## src/rtl/cache_assoc_wb.sv

```systemverilog
// N-way set-associative write-back / write-allocate cache with true-LRU replacement.
// The CPU side uses a req/ready/done handshake and the memory side uses a req/ack handshake.
module cache_assoc_wb #(
  parameter int DATA_W = 8,
  parameter int TAG_W = 8,
  parameter int INDEX_W = 2,
  parameter int WAYS = 2,
  localparam int AGE_W = (WAYS > 1) ? $clog2(WAYS) : 1
) (
  input  logic                     clock,
  input  logic                     reset_n,
  input  logic                     req,
  input  logic                     mode,
  input  logic [INDEX_W-1:0]       index,
  input  logic [TAG_W-1:0]         tag,
  input  logic [DATA_W-1:0]        data,
  output logic                     ready,
  output logic                     done,
  output logic [DATA_W-1:0]        data_out,
  output logic                     hit_out,
  output logic                     wBack_out,
  output logic                     load_out,
  output logic [AGE_W-1:0]         way_out,
  output logic                     mem_req,
  output logic                     mem_we,
  output logic [TAG_W+INDEX_W-1:0] mem_addr,
  output logic [DATA_W-1:0]        mem_wdata,
  input  logic                     mem_ack,
  input  logic [DATA_W-1:0]        mem_rdata
);
  localparam int SETS = 1 << INDEX_W;

  localparam logic [2:0] S_IDLE      = 3'd0;
  localparam logic [2:0] S_LOOKUP    = 3'd1;
  localparam logic [2:0] S_WRITEBACK = 3'd2;
  localparam logic [2:0] S_FILL      = 3'd3;
  localparam logic [2:0] S_RESPOND   = 3'd4;

  logic [2:0]         state;
  logic               r_mode;
  logic [INDEX_W-1:0] r_index;
  logic [TAG_W-1:0]   r_tag;
  logic [DATA_W-1:0]  r_data;
  logic [AGE_W-1:0]   r_way;
  logic               r_wback;

  logic               valid    [SETS][WAYS];
  logic               dirty    [SETS][WAYS];
  logic [AGE_W-1:0]   age      [SETS][WAYS];
  logic [TAG_W-1:0]   tag_mem  [SETS][WAYS];
  logic [DATA_W-1:0]  data_mem [SETS][WAYS];

  logic [WAYS-1:0]    match;
  logic               hit;
  logic [AGE_W-1:0]   hit_way;
  logic [AGE_W-1:0]   vic_way;
  logic               vic_dirty;
  logic               acc_en;
  logic [AGE_W-1:0]   acc_way;
  logic               line_we;
  logic [DATA_W-1:0]  line_wdata;
  logic               line_dirty;

  assign ready = (state == S_IDLE);
  assign done  = (state == S_RESPOND);

  // Victim: lowest invalid way wins, otherwise the oldest way of the set.
  always_comb begin
    match   = '0;
    hit_way = '0;
    vic_way = '0;
    for (int w = 0; w < WAYS; w++)
      match[w] = valid[r_index][w] && (tag_mem[r_index][w] == r_tag);
    for (int w = WAYS - 1; w >= 0; w--)
      if (match[w]) hit_way = AGE_W'(w);
    for (int w = WAYS - 1; w >= 0; w--)
      if (age[r_index][w] == AGE_W'(WAYS - 1)) vic_way = AGE_W'(w);
    for (int w = WAYS - 1; w >= 0; w--)
      if (!valid[r_index][w]) vic_way = AGE_W'(w);
    hit       = $onehot(match);
    vic_dirty = valid[r_index][vic_way] && dirty[r_index][vic_way];
  end

  always_comb begin
    acc_en     = 1'b0;
    acc_way    = r_way;
    line_we    = 1'b0;
    line_wdata = r_data;
    line_dirty = 1'b1;
    case (state)
      S_LOOKUP: begin
        if (hit) begin
          acc_en  = 1'b1;
          acc_way = hit_way;
          line_we = r_mode;
        end else if (!vic_dirty && r_mode) begin
          acc_en  = 1'b1;
          acc_way = vic_way;
          line_we = 1'b1;
        end
      end
      S_WRITEBACK: begin
        if (mem_ack && r_mode) begin
          acc_en  = 1'b1;
          line_we = 1'b1;
        end
      end
      S_FILL: begin
        if (mem_ack) begin
          acc_en     = 1'b1;
          line_we    = 1'b1;
          line_wdata = mem_rdata;
          line_dirty = 1'b0;
        end
      end
      default: ;
    endcase
  end

  always_ff @(posedge clock) begin
    if (line_we) begin
      tag_mem[r_index][acc_way]  <= r_tag;
      data_mem[r_index][acc_way] <= line_wdata;
    end
  end

  always_ff @(posedge clock or negedge reset_n) begin
    if (!reset_n) begin
      state     <= S_IDLE;
      r_mode    <= 1'b0;
      r_index   <= '0;
      r_tag     <= '0;
      r_data    <= '0;
      r_way     <= '0;
      r_wback   <= 1'b0;
      data_out  <= '0;
      hit_out   <= 1'b0;
      wBack_out <= 1'b0;
      load_out  <= 1'b0;
      way_out   <= '0;
      mem_req   <= 1'b0;
      mem_we    <= 1'b0;
      mem_addr  <= '0;
      mem_wdata <= '0;
      for (int s = 0; s < SETS; s++) begin
        for (int w = 0; w < WAYS; w++) begin
          valid[s][w] <= 1'b0;
          dirty[s][w] <= 1'b0;
          age[s][w]   <= AGE_W'(w);
        end
      end
    end else begin
      // Ages stay a permutation: only ways younger than the accessed one get older.
      if (acc_en) begin
        for (int k = 0; k < WAYS; k++) begin
          if (AGE_W'(k) == acc_way)
            age[r_index][k] <= '0;
          else if (age[r_index][k] < age[r_index][acc_way])
            age[r_index][k] <= age[r_index][k] + 1'b1;
        end
      end
      if (line_we) begin
        valid[r_index][acc_way] <= 1'b1;
        dirty[r_index][acc_way] <= line_dirty;
      end
      case (state)
        S_IDLE: begin
          if (req) begin
            r_mode  <= mode;
            r_index <= index;
            r_tag   <= tag;
            r_data  <= data;
            r_wback <= 1'b0;
            state   <= S_LOOKUP;
          end
        end
        S_LOOKUP: begin
          if (hit) begin
            r_way     <= hit_way;
            data_out  <= r_mode ? r_data : data_mem[r_index][hit_way];
            hit_out   <= 1'b1;
            wBack_out <= 1'b0;
            load_out  <= 1'b0;
            way_out   <= hit_way;
            state     <= S_RESPOND;
          end else begin
            r_way <= vic_way;
            if (vic_dirty) begin
              mem_req   <= 1'b1;
              mem_we    <= 1'b1;
              mem_addr  <= {tag_mem[r_index][vic_way], r_index};
              mem_wdata <= data_mem[r_index][vic_way];
              r_wback   <= 1'b1;
              state     <= S_WRITEBACK;
            end else if (!r_mode) begin
              mem_req  <= 1'b1;
              mem_we   <= 1'b0;
              mem_addr <= {r_tag, r_index};
              state    <= S_FILL;
            end else begin
              data_out  <= r_data;
              hit_out   <= 1'b0;
              wBack_out <= 1'b0;
              load_out  <= 1'b0;
              way_out   <= vic_way;
              state     <= S_RESPOND;
            end
          end
        end
        S_WRITEBACK: begin
          if (mem_ack) begin
            mem_we <= 1'b0;
            if (r_mode) begin
              mem_req   <= 1'b0;
              data_out  <= r_data;
              hit_out   <= 1'b0;
              wBack_out <= 1'b1;
              load_out  <= 1'b0;
              way_out   <= r_way;
              state     <= S_RESPOND;
            end else begin
              mem_addr <= {r_tag, r_index};
              state    <= S_FILL;
            end
          end
        end
        S_FILL: begin
          if (mem_ack) begin
            mem_req   <= 1'b0;
            data_out  <= mem_rdata;
            hit_out   <= 1'b0;
            wBack_out <= r_wback;
            load_out  <= 1'b1;
            way_out   <= r_way;
            state     <= S_RESPOND;
          end
        end
        S_RESPOND: state <= S_IDLE;
        default:   state <= S_IDLE;
      endcase
    end
  end
endmodule

```

## config.mk

```make
export PLATFORM = sky130hd
export DESIGN_NAME = cache_assoc_wb
export DESIGN_NICKNAME = d
export VERILOG_FILES = /design/src/rtl/cache_assoc_wb.sv
export SDC_FILE = /design/constraint.sdc
export NUM_CORES = 1
export LEC_CHECK = 0
export ABC_AREA = 1
export CAP_MARGIN = 5
export CORE_ASPECT_RATIO = 1.2
export CORE_MARGIN = 2
export CORE_UTILIZATION = 35
export CTS_CLUSTER_SIZE = 28
export DETAILED_ROUTE_END_ITERATION = 10
export HOLD_SLACK_MARGIN = 0.08
export PLACE_DENSITY = 0.62
export SLEW_MARGIN = 20
export SYNTH_ARGS = -nofsm -noshare
export SYNTH_HDL_FRONTEND = slang
export SYNTH_SLANG_ARGS = --single-unit
```

## constraint.sdc

```tcl
create_clock -name clock -period 3.5 [get_ports clock]
set_input_delay 0.35 -clock clock [delete_from_list [all_inputs] [get_ports clock]]
set_output_delay 0.35 -clock clock [all_outputs]
set_load 0.02 [all_outputs]
```

---- After elaboration in Yosys (flattened, before gate mapping) ----
Memory sizes are Yosys's and may differ from the RTL's.
Index checks and enable logic that the tools add are counted.
Widths: inputs -> output; s select.
cells by class
  add/sub/neg operators ................... 3
  $lt $le $gt $ge ......................... 8
  equal/unequal tests ..................... 16
  mux-type cells .......................... 126
  bitwise operators ....................... 10
  reductions and logical operators ........ 21
operators by type and width
  kind                number
  $mux 8              23
  $mux 1              61
  $mux 10             4
  $bwmux 8            3
  $pmux 8 s3          1
  $pmux 1 s3          7
  $pmux 10 s2         1
  $mux 3              6
  $and 8x8->8         2
  $eq 8x8->1          2
  $mux 16             1
  $mux 2              8
  $not 8->8           2
  $bmux 2 s2          3
  $demux 2 s2         3
  $ne 2x2->1 const B  6
  $pmux 3 s4          1
  $reduce_and 4->1    3
  $reduce_and 6->1    2
  $ne 3x3->1 const B  3
  $reduce_and 3->1    3
  $demux 8 s1         1
  $or 8x8->8          1
  $logic_and 1x1->1   7
  other kinds (21)    30
word-level totals
  bits in registers ....................... 80
  bits in writable memories ............... 128
  input port bits ......................... 31
  output and inout port bits .............. 34
  memories ................................ 2
memory list
  name      words  bits a word  rd ports  clocked after memory_dff  write ports  RTL line  text
  data_mem  4      16           1         0                         1            51        logic [DATA_W-1:0] data_mem [SETS][WAYS];
  tag_mem   4      16           1         0                         1            50        logic [TAG_W-1:0] tag_mem [SETS][WAYS];

---- Longest topological paths before layout ----
  depth after elaboration ................. 29
  depth in mapped cells ................... 22
  depth with buffers taken out ............ 20

---- Worst setup path after synthesis ----
No wires, ideal clock.
  path type ............................... reg-to-reg
  from .................................... register r_index[0]
  to ...................................... memory data_mem[1][0] (netlist bit), enable pin
  arrival time ............................ 3.044 ns
  setup slack ............................. 0.092 ns
  stages on the path, launching flop included .. 19
  cell sequence ........................... dfrtp_1 > buf_6 > nor2_2 > clkbuf_1 > buf_2 > nand2_1 > nand3_1 > nand4_1 > nor3_1 > nand4_1 > ha_1 > inv_1 > nand2_1 > nand2_1 > nand2_2 > nand2_2 > buf_6 > nand3_2 > inv_1
on the way
  longest elaborated chain between the ends .. 24
ends and longest elaborated chain
  element                                                         RTL line  text
  start, declared                                                 41        logic [INDEX_W-1:0] r_index;
  start signal, assigned                                          170       r_index <= index;
  $not 2->3 (implied by the code)                                 --
  $bmux 2 s2                                                      77        if (age[r_index][w] == AGE_W'(WAYS - 1)) vic_way = AGE_W'(w);
  $mux 2 (implied by the code) (2 in a row)                       77
  $mux 1 (2 in a row)                                             77
  $mux 1 (2 in a row)                                             79        if (!valid[r_index][w]) vic_way = AGE_W'(w);
  $not 1->2 (implied by the code)                                 81        vic_dirty = valid[r_index][vic_way] && dirty[r_index][vic_way];
  $mux 1 (implied by the code) (3 in a row)                       81
  $logic_and 1x1->1                                               81
  (+3 left out)                                                   --
  $mux 1                                                          92        if (hit) begin
  $mux 1                                                          90        case (state)
  $not 1->2 (implied by the code)                                 123       data_mem[r_index][acc_way] <= line_wdata;
  $ge 2x2->1 (implied by the code) or $lt 2x1->1 (tied branches)  123
  $logic_and 1x1->1 (implied by the code)                         123
  $mux 8 (implied by the code)                                    123
  $demux 8 s1                                                     123
  $mux 16 (implied by the code)                                   123
  end, declared                                                   51
Parallel ways exist; a longest one is shown, timed or not. The select of a mux whose other input is x is not followed.

---- Worst setup path after layout ----
  from .................................... register r_index[1]
  to ...................................... memory tag_mem[3][13] (netlist bit), enable pin
on the way
  longest elaborated chain between the ends .. 24
ends and longest elaborated chain
  element                                                         RTL line  text
  $not 2->3 (implied by the code)                                 --
  $bmux 2 s2                                                      77
  $mux 2 (implied by the code) (2 in a row)                       77
  $mux 1 (2 in a row)                                             77
  $mux 1 (2 in a row)                                             79
  $not 1->2 (implied by the code)                                 81
  $mux 1 (implied by the code) (3 in a row)                       81
  $logic_and 1x1->1                                               81
  (+3 left out)                                                   --
  $mux 1                                                          92
  $mux 1                                                          90
  $not 1->2 (implied by the code)                                 122       tag_mem[r_index][acc_way] <= r_tag;
  $ge 2x2->1 (implied by the code) or $lt 2x1->1 (tied branches)  122
  $logic_and 1x1->1 (implied by the code)                         122
  $mux 8 (implied by the code)                                    122
  $demux 8 s1                                                     122
  $mux 16 (implied by the code)                                   122
  end, declared                                                   50
Parallel ways exist; a longest one is shown, timed or not. The select of a mux whose other input is x is not followed.

==> flow_summary.json <==
{
  "status": "finished clean",
  "path_delay_family": "simple AND/OR/NAND/NOR gates",
  "cts_max_level": 1,
  "async_flop_share": 0.385,
  "period_share": 0.944,
  "crit_type": "reg -> reg",
  "cts_buffers": 21,
  "synth_edf_count": 128,
  "die_h_um": 181,
  "synth_seq_cells": 208,
  "syn2layout_area_growth_pct": 24.9,
  "io_buffers": 64,
  "mostFrequentLayoutCell": "nand2_1",
  "p_seq_frac": 0.330,
  "syn-cell-area_um2": 9120,
  "synth_area_per_cell_um2": 10.3,
  "path_clk_slew_ps": 60,
  "drt-pass1-iter-count": 5,
  "end_kind": "flop",
  "reg2reg_depth": 17,
  "cts_buffer_depth": 3,
  "combPwrFrac": 0.461,
  "ys_seq_area_frac": 0.641,
  "fillers": 2375,
  "cts.sinks": 208,
  "cts-root-buf": "clkbuf_16",
  "vias_per_cell": 5.16,
  "crit_path_frequent_cell": "nand2_1",
  "critical_path.max_stage_delay_ps": 450,
  "wl_per_cell_um": 18.5,
  "period_minus_slack_ps": 3300,
  "setup_viol": 0,
  "rows": 64,
  "worstHoldPathCells": 3,
  "required_ps": 3700,
  "cts_tree": "built",
  "grt.overflow.total": 0,
  "max_cap_viol_count": 0,
  "placed_cell_area_um2": 10600,
  "final_area_um2": 11400,
  "hold_path.class": "in -> reg",
  "layout.nets": 1036,
  "hold_path_end": "r_data[6]$_DFFE_PN0P_",
  "antenna_found_initial": 0,
  "routed_wl_um": 24900,
  "cp.buffers_inverters": 5,
  "start_util": 0.357,
  "crit_path_start_kind": "flop",
  "skew_ps": 20.3,
  "relSlewSlack": 0.500,
  "hold_start": "data[6]",
  "grt_max_degree": 81,
  "pwr-share-clk": 0.209,
  "antenna_cells": 0,
  "dp.final_hpwl_um": 17400,
  "final_cell_mix": "269 x nand2_1, 128 x edfxtp_1, 74 x dfrtp_1",
  "synth-main-ff-cell": "edfxtp_1",
  "power_leakage_nw": 4.71,
  "detail-route-antenna-nets": 0,
  "grt_pass1_wl_um": 39000,
  "ys.warnings.count": 0,
  "rsz0062_at_grt": "true",
  "p_sw_w": 0.00468,
  "finalNonFillerCells": 1349,
  "worst_path_max_delay_cell": "dfrtp_2",
  "die_x_um": 151,
  "setup.reg_to_reg.worst_slack_ps": 200,
  "finalPower_w": 0.0114,
  "critical_path_peak_fanout": 24,
  "clk_latency_ps": 510,
  "worstPathArrival_ps": 3510,
  "powerDensity_nw_per_um2": 1000,
  "swShare": 0.411,
  "peakVddDrop_uv": 316,
  "layout-drive-gt1-share": 0.141,
  "fmax_mhz": 303,
  "dpl.cell_count": 1305,
  "synth_cells": 890,
  "drv_slew": 0,
  "r2r_start": "r_index[1]$_DFFE_PN0P_",
  "path_cells": "inv_2 -> nor2_2 -> buf_12 -> a22oi_1 -> nand2_1 -> xor2_1 -> a211oi_1 -> nand3_1 -> nor4_2 -> ha_1 -> buf_4 -> nand3_1 -> nand2_1 -> a21oi_1 -> nand2_1 -> inv_1 -> buf_12",
  "p_int_w": 0.00671,
  "regToRegEndpoint": "tag_mem[3][13]$_DFFE_PP_",
  "dr.first_iter.drc_count": 496,
  "vias": 6967,
  "drc_errors": 0,
  "boundaryPins": 65,
  "yosysUniqueCellTypes": 40,
  "grt_usage": 0.183,
  "core_area_um2": 25500,
  "synthesis.nets": 922,
  "finalWeightedCongestion": 0.891,
  "timing_hold_violations_final": 0,
  "worstMarginPinSlew_ps": 751,
  "first_global_vias": 6944,
  "die-area_um2": 27400
}
## synthesized netlist by cell type, types with 4 or more instances
cell type	n	area, µm²
xor2_1	8	70.1
o21ai_0	59	295
edfxtp_1	128	3840
nand3_1	36	180
inv_2	7	26.3
nor2_2	5	31.3
nor2_1	43	161
nand4_1	8	50.1
buf_2	5	25.0
nand2_2	11	68.8
nand2_1	269	1010
o22ai_1	5	31.3
dfrtp_1	76	1900
clkbuf_1	28	105
a22oi_1	48	360
inv_1	62	233
o21ai_1	7	35.0
a221oi_1	4	35.0
a21oi_1	12	60.1
dfstp_2	4	105
a31oi_1	17	106
o211ai_1	15	113
## cells by family after synthesis
logic type / share of synthesized area
xor+xnor: 0.00768
fa+ha+maj: 0.00137
flops: 0.641
compound gates: 0.127
simple gates: 0.174
buf+inv: 0.0484
## state kept, by name, summed over array words and instances, names as in the netlist, 2 cells and up
signal	flops
age	8
data_mem	64
data_out	8
dirty	8
mem_addr	10
mem_wdata	8
r_data	8
r_index	2
r_tag	8
state	3
tag_mem	64
valid	8
## power by group through the flow
| stage | logic (W) | registers [W] | clock network [W] |
|---|---|---|---|
| after floorplan | 0.00291 | 0.00393 | 0 |
| after global placement | 0.00509 | 0.00380 | 0 |
| after detailed placement | 0.00513 | 0.00380 | 0 |
| after CTS | 0.00514 | 0.00376 | 0.00243 |
| after global routing | 0.00579 | 0.00383 | 0.00251 |
| final | 0.00525 | 0.00376 | 0.00238 |
## layer usage
layer  GRT usage  part of all wire
met1       0.252              0.45
met4      0.0576             0.026
met5           0                 0
met3      0.0159             0.040
met2       0.306              0.49
## worst max-delay path by stage
stage	start	slack, ps	to	cells past startpoint
floorplan	r_index[0]$_DFFE_PN0P_	90	data_mem[1][0]$_DFFE_PP_	18
global placement	r_index[1]$_DFFE_PN0P_	150	data_mem[1][0]$_DFFE_PP_	16
detailed placement	r_index[1]$_DFFE_PN0P_	80	mem_addr[1]$_DFFE_PN0P_	17
CTS	r_index[1]$_DFFE_PN0P_	70	mem_addr[1]$_DFFE_PN0P_	18
global route	r_index[0]$_DFFE_PN0P_	-10	tag_mem[1][5]$_DFFE_PP_	17
finish	r_index[1]$_DFFE_PN0P_	200	tag_mem[3][13]$_DFFE_PP_	17
## timing repair
action,CTS,global route
hold buffers,1,0
endpoints found under the hold margin,39,0
gates resized for setup,0,10
setup buffers,0,5
setup endpoints to repair,0,161
## final cells by class
cell class | instances | area [µm²] | area share
sequential | 208 | 5850 | 0.514
multi-input combinational | 572 | 2860 | 0.251
timing repair buffer | 130 | 1280 | 0.112
clock buffer | 27 | 568 | 0.0498
tap | 330 | 413 | 0.0362
inverter | 71 | 267 | 0.0234
clock inverter | 11 | 163 | 0.0143
## tightest hold or removal path: stages
cell and delay (ps):
clkdlybuf4s50_1 390, nand2_1 70, nand2_1 40
## per-stage QoR
step                hold WS [ps]  TNS (ps)  utilization  setup WS, ps
global route                 403     -71.4        0.446         -10.2
global placement             440         0        0.415           153
CTS                          375         0        0.444          65.3
floorplan                   54.4         0            -          91.8
detailed placement           448         0        0.415          84.5
finish                       384         0        0.446           196
(Power assumes the default switching activity.)
